<file path="config.mk">
export PLATFORM = sky130hd
export DESIGN_NAME = jtag_ahb_master
export DESIGN_NICKNAME = d
export VERILOG_FILES = /design/src/rtl/jtag_ahb_master.sv
export SDC_FILE = /design/constraint.sdc
export NUM_CORES = 1
export LEC_CHECK = 0
export BUFFER_PORTS_ARGS = -buffer_cell sky130_fd_sc_hd__buf_2
export CORE_MARGIN = 10
export CORE_UTILIZATION = 42
export CTS_CLUSTER_SIZE = 28
export DETAILED_ROUTE_END_ITERATION = 10
export PLACE_DENSITY = 0.84
export SKIP_CTS_REPAIR_TIMING = 1
export SLEW_MARGIN = 10
export SYNTH_ARGS = -nofsm -noshare
export SYNTH_HDL_FRONTEND = slang
export SYNTH_SLANG_ARGS = --single-unit
</file>
<file path="constraint.sdc">
create_clock -name TCK -period 3.2 [get_ports TCK]
set_input_delay 0.16 -clock TCK [delete_from_list [all_inputs] [get_ports TCK]]
set_output_delay 0.16 -clock TCK [all_outputs]
set_load 0.005 [all_outputs]
</file>
<file path="src/rtl/jtag_ahb_master.sv">
// Single-transfer AHB-Lite master behind the JTAG AHB data register.
// A command is latched from the DR update. The master then runs one NONSEQ
// transfer and holds the read data and status for the next DR capture.
//
// Ports:
//   TCK, TRST           clock and asynchronous active-high reset
//   cmd_*               command from the DR update; cmd_valid is a one-cycle pulse
//   status_clear        clears the sticky flags, the response and wait_cnt
//   busy, rsp_*         transfer status and returned read data
//   overrun             sticky flag: a command arrived while busy
//   wait_cnt            HREADY-low cycles of the last transfer (saturating)
//   H*                  AHB-Lite master interface
module jtag_ahb_master #(
    parameter int unsigned ADDR_W = 32,
    parameter int unsigned DATA_W = 32
) (
    input  logic              TCK,
    input  logic              TRST,
    input  logic              cmd_valid,
    input  logic              cmd_write,
    input  logic [2:0]        cmd_size,
    input  logic [ADDR_W-1:0] cmd_addr,
    input  logic [DATA_W-1:0] cmd_wdata,
    input  logic              status_clear,
    output logic              busy,
    output logic              rsp_valid,
    output logic [DATA_W-1:0] rsp_rdata,
    output logic              rsp_err,
    output logic              overrun,
    output logic [7:0]        wait_cnt,
    output logic [ADDR_W-1:0] HADDR,
    output logic [1:0]        HTRANS,
    output logic              HWRITE,
    output logic [2:0]        HSIZE,
    output logic [2:0]        HBURST,
    output logic [DATA_W-1:0] HWDATA,
    input  logic [DATA_W-1:0] HRDATA,
    input  logic              HREADY,
    input  logic              HRESP
);

    localparam int unsigned WAIT_W = 8;
    localparam logic [1:0] TRANS_IDLE   = 2'b00;
    localparam logic [1:0] TRANS_NONSEQ = 2'b10;
    localparam logic [WAIT_W-1:0] WAIT_MAX = WAIT_W'(255);

    typedef enum logic [1:0] {
        ST_IDLE,
        ST_ADDR,
        ST_DATA
    } state_t;

    state_t              state_q, state_d;
    logic [ADDR_W-1:0]   haddr_q, haddr_d;
    logic [DATA_W-1:0]   hwdata_q, hwdata_d;
    logic                hwrite_q, hwrite_d;
    logic [2:0]          hsize_q, hsize_d;
    logic [1:0]          htrans_q, htrans_d;
    logic                busy_q, busy_d;
    logic                rsp_valid_q, rsp_valid_d;
    logic                rsp_err_q, rsp_err_d;
    logic                overrun_q, overrun_d;
    logic [DATA_W-1:0]   rsp_rdata_q, rsp_rdata_d;
    logic [WAIT_W-1:0]   wait_cnt_q, wait_cnt_d;

    logic                cmd_legal;
    logic [WAIT_W-1:0]   wait_base;
    logic [WAIT_W-1:0]   wait_inc;

    // The size must be at most a word, and the address must be aligned to it.
    always_comb begin
        case (cmd_size)
            3'd0:    cmd_legal = 1'b1;
            3'd1:    cmd_legal = (cmd_addr[0] == 1'b0);
            3'd2:    cmd_legal = (cmd_addr[1:0] == 2'b00);
            default: cmd_legal = 1'b0;
        endcase
    end

    // A clear in the same cycle as a wait zeroes the old count first.
    assign wait_base = status_clear ? '0 : wait_cnt_q;
    assign wait_inc  = (wait_base == WAIT_MAX) ? wait_base : wait_base + WAIT_W'(1);

    // Next state, command latching and status update.
    always_comb begin
        state_d     = state_q;
        haddr_d     = haddr_q;
        hwdata_d    = hwdata_q;
        hwrite_d    = hwrite_q;
        hsize_d     = hsize_q;
        rsp_valid_d = rsp_valid_q;
        rsp_err_d   = rsp_err_q;
        overrun_d   = overrun_q;
        rsp_rdata_d = rsp_rdata_q;
        wait_cnt_d  = wait_base;

        if (status_clear) begin
            rsp_valid_d = 1'b0;
            rsp_err_d   = 1'b0;
            overrun_d   = 1'b0;
        end

        case (state_q)
            ST_IDLE: begin
                if (cmd_valid) begin
                    if (cmd_legal) begin
                        state_d     = ST_ADDR;
                        haddr_d     = cmd_addr;
                        hwdata_d    = cmd_wdata;
                        hwrite_d    = cmd_write;
                        hsize_d     = cmd_size;
                        wait_cnt_d  = '0;
                        rsp_valid_d = 1'b0;
                        rsp_err_d   = 1'b0;
                    end else begin
                        rsp_valid_d = 1'b1;
                        rsp_err_d   = 1'b1;
                    end
                end
            end
            ST_ADDR: begin
                if (cmd_valid) begin
                    overrun_d = 1'b1;
                end
                if (HREADY) begin
                    state_d = ST_DATA;
                end else begin
                    wait_cnt_d = wait_inc;
                end
            end
            ST_DATA: begin
                if (cmd_valid) begin
                    overrun_d = 1'b1;
                end
                if (!HREADY) begin
                    wait_cnt_d = wait_inc;
                end else begin
                    state_d     = ST_IDLE;
                    rsp_valid_d = 1'b1;
                    rsp_err_d   = HRESP;
                    if (!hwrite_q && !HRESP) begin
                        rsp_rdata_d = HRDATA;
                    end
                end
            end
            default: state_d = ST_IDLE;
        endcase

        htrans_d = (state_d == ST_ADDR) ? TRANS_NONSEQ : TRANS_IDLE;
        busy_d   = (state_d != ST_IDLE);
    end

    always_ff @(posedge TCK or posedge TRST) begin
        if (TRST) begin
            state_q     <= ST_IDLE;
            haddr_q     <= '0;
            hwdata_q    <= '0;
            hwrite_q    <= 1'b0;
            hsize_q     <= '0;
            htrans_q    <= TRANS_IDLE;
            busy_q      <= 1'b0;
            rsp_valid_q <= 1'b0;
            rsp_err_q   <= 1'b0;
            overrun_q   <= 1'b0;
            rsp_rdata_q <= '0;
            wait_cnt_q  <= '0;
        end else begin
            state_q     <= state_d;
            haddr_q     <= haddr_d;
            hwdata_q    <= hwdata_d;
            hwrite_q    <= hwrite_d;
            hsize_q     <= hsize_d;
            htrans_q    <= htrans_d;
            busy_q      <= busy_d;
            rsp_valid_q <= rsp_valid_d;
            rsp_err_q   <= rsp_err_d;
            overrun_q   <= overrun_d;
            rsp_rdata_q <= rsp_rdata_d;
            wait_cnt_q  <= wait_cnt_d;
        end
    end

    assign busy      = busy_q;
    assign rsp_valid = rsp_valid_q;
    assign rsp_rdata = rsp_rdata_q;
    assign rsp_err   = rsp_err_q;
    assign overrun   = overrun_q;
    assign wait_cnt  = wait_cnt_q;
    assign HADDR     = haddr_q;
    assign HTRANS    = htrans_q;
    assign HWRITE    = hwrite_q;
    assign HSIZE     = hsize_q;
    assign HBURST    = 3'b000;
    assign HWDATA    = hwdata_q;

endmodule

</file>
==> results by group <==
Status
  – Status: finished clean

Route
  – WL/cell: 19.26 microns
  – DRT iter0 DRCs: 232
  – Via count: 3969
  – Total wire length: 15500 microns
  – Drt pass-1 iters: 4
  – Vias per cell: 4.930
  – ANT nets after route: 0
  – DRC: 0

STA
  – RSZ-0062 raised after global routing: no
  – Tmin final: 2.068 ns
  – Setup ws final: 1.132 ns
  – Setup TNS: 0 ns
  – Final setup fails: 0
  – Measured slew at the worst slew-check pin: 0.8971 ns
  – Period utilisation layout: 64.61%
  – Slew Limit Fails: 0
  – Final Hold Fails: 0
  – Worst Skew: 0.004752 ns
  – Fmax: 0.4837 GHz
  – WHS: 0.004402 ns
  – Slew headroom: 40.06%

Setup path
  – Max stage delay cell, worst path: dfrtp_1
  – Worst-path cell chain: inv_1, ha_1, nand3b_1, nor2_4, buf_4, mux2_2
  – Slowest Stage Delay on Critical Path: 0.41 ns
  – Crit path capture type: register
  – WS Path Type: register to register
  – CP Launch Type: register
  – Worst endpoint required time: 3.57 ns
  – Reg-to-reg setup timing slack: 1.13 ns
  – CP max FO: 33
  – CP arrival: 2.44 ns

Global route
  – Vias in the first global route: 3988
  – Gr usage total: 16.15%
  – Global-route wire length before repair: 20650 microns
  – Largest net degree at the start of global routing: 63
  – Residual overflow from global routing: 0
  – Antenna violations before repair: 2

Floorplanning
  – # rows: 38
  – Num ports: 223
  – Die Area: 15740 sq um
  – Initial core utilization: 43.09%
  – Core area: 10840 sq um
  – Die W: 125.5 microns
  – Die Height: 125.5 microns

Job
  – Max-cap violation count: 0

Synth
  – Synth Warn #: 0
  – Post-Synthesis Cells: 321
  – Post-synthesis sequential area ratio: 61.61%
  – Flops & latches, synth: 115
  – Synthesized area per cell: 14.55 sq um
  – Number of enable flip-flop cells after synthesis: 0
  – Top_reg_cell synth: dfrtp_1
  – Post-Synthesis Cell Area: 4671 sq um
  – Top cell type's share of synthesized area: 61.61%
  – Leading area contributor after synthesis: dfrtp_1
  – Distinct cells, synth: 47
  – Synth area leaders: dfrtp_1 62%, mux2_2 23%, ha_1 1.3%
  – FFs w/ async S/R, synth: 100.0%

Power
  – Clock Power Share: 31.0%
  – Maximum VDD drop: 0.0004832 V
  – P per Cell Area: 860.4 nW/um^2
  – Leak: 3.689 nW
  – Pint: 0.004655 W
  – Reg power frac: 38.4%
  – Design Power: 0.006535 W
  – Combinational share of power: 30.6%
  – Net Sw Power: 0.001880 W
  – Switching Fraction: 28.77%

Finish
  – FILL cells: 726
  – Layout Cells excl Fill: 805
  – Share of cells above drive strength 1: 53.54%
  – Syn-to-layout area delta: 62.60%
  – Commonest non-fill, non-tap cell in the layout: buf_2
  – Final nets: 763
  – Commonest cells after routing, fill and taps aside: 218 x buf_2, 115 x dfrtp_1, 103 x dlygate4sd3_1

Clock network
  – TritonCTS clock tree: yes
  – # clock sinks: 115
  – Clock latency on the worst-skew pair: 0.50 ns
  – Clock transition at the registers of the reported paths: 0.06 ns
  – Cts bufs inserted: 17
  – Root Buffer: clkbuf_8
  – CTS max path bufs: 2
  – H-tree depth: 4

Place
  – Pre-CTS setup slack: 1.192 ns
  – Dpl cells: 670
  – Gpl congestion: 0.9112
  – IO Port Bufs: 218
  – Final HPWL DP: 10120 microns

Hold path
  – Worst hold-check path type: input port to register
## power groups by stage
stage | Clock [W] | Sequential (W) | Combinational, W
3_3_place_gp | 0 | 0.00245 | 0.00182
5_1_grt | 0.00214 | 0.00258 | 0.00219
6_report | 0.00203 | 0.00251 | 0.00200
2_1_floorplan | 0 | 0.00253 | 0.000813
3_5_place_dp | 0 | 0.00250 | 0.00189
4_1_cts | 0.00207 | 0.00248 | 0.00190
## through the flow
stage	area (sq um)	utilization, %
3_5_place_dp	5923	54.64
5_1_grt	7595	70.06
6_report	7595	70.06
2_1_floorplan	4686	-
4_1_cts	6559	60.50
3_3_place_gp	5923	54.64
## flip-flops by register name, indices dropped and copies added, names as in the netlist
signal and cells:
wait_cnt 8, state_q 2, rsp_valid 1, rsp_err 1, HTRANS 1, HWRITE 1, HADDR 32, HWDATA 32
rsp_rdata 32, overrun 1, busy 1, HSIZE 3
## worst max-delay path: cells and delay by family (launching register included)
| kind | cells | cell delay, ns |
|---|---|---|
| simple gates | 2 | 0.35 |
| flops | 1 | 0.41 |
| fa+ha+maj | 1 | 0.25 |
| buf+inv | 2 | 0.51 |
| mux | 1 | 0.41 |
## kinds of logic after synthesis
| family | Yosys count | share of synthesized area [%] |
|---|---|---|
| other | 1 | 0.08029 |
| xor gates and xnor gates | 1 | 0.1876 |
| AOI/OAI and AO/OA | 36 | 5.492 |
| DFF | 115 | 61.61 |
| muxes | 99 | 23.87 |
| adders and majority gates | 5 | 1.339 |
| and+or+nand+nor | 42 | 5.064 |
| buffers and inverters | 22 | 2.357 |
## path summary, 6_finish.rpt
check / endpoint / cells past startpoint / startpoint
worst max register to register: HADDR[6]$_DFFE_PP0P_ / 6 / state_q[1]$_DFF_PP0_
worst min-delay path: rsp_err$_DFF_PP0_ / 3 / HREADY
worst min register to register: rsp_rdata[3]$_DFFE_PP0P_ / 1 / rsp_rdata[3]$_DFFE_PP0P_
worst max-delay path: HADDR[6]$_DFFE_PP0P_ / 6 / state_q[1]$_DFF_PP0_
min in group asynchronous: rsp_rdata[0]$_DFFE_PP0P_ / 3 / TRST
max in group asynchronous: HWDATA[14]$_DFFE_PP0P_ / 4 / TRST
## per-layer routing
layer  GRT usage [%]  vias up  wire, microns
li1                -     1817              -
met1           16.76     1934           5733
met2           27.23      190           8039
met3           8.281       28           1383
met4           6.301        0            346
met5               0        -              0
## synth_stat cells, drive strengths merged, types with 3 or more instances
cell,count
dfrtp,115
mux2,99
buf,14
nor2,8
o21ai,7
nand3,6
nor2b,6
a21oi,5
ha,5
inv,5
nand2,5
clkbuf,3
nand4,3
o211ai,3
## cell type report
class	count	area, sq um	area share [%]
diodes	2	5.005	0.06590
clock buffers	20	455.4	5.997
clock inverters	10	180.2	2.372
inverters	5	22.52	0.2965
multi-input cells	187	1707	22.47
flip-flops and latches	115	2878	37.89
well taps	140	175.2	2.306
repair buffers	326	2172	28.60
No activity file was read; power rests on OpenSTA's default activity.
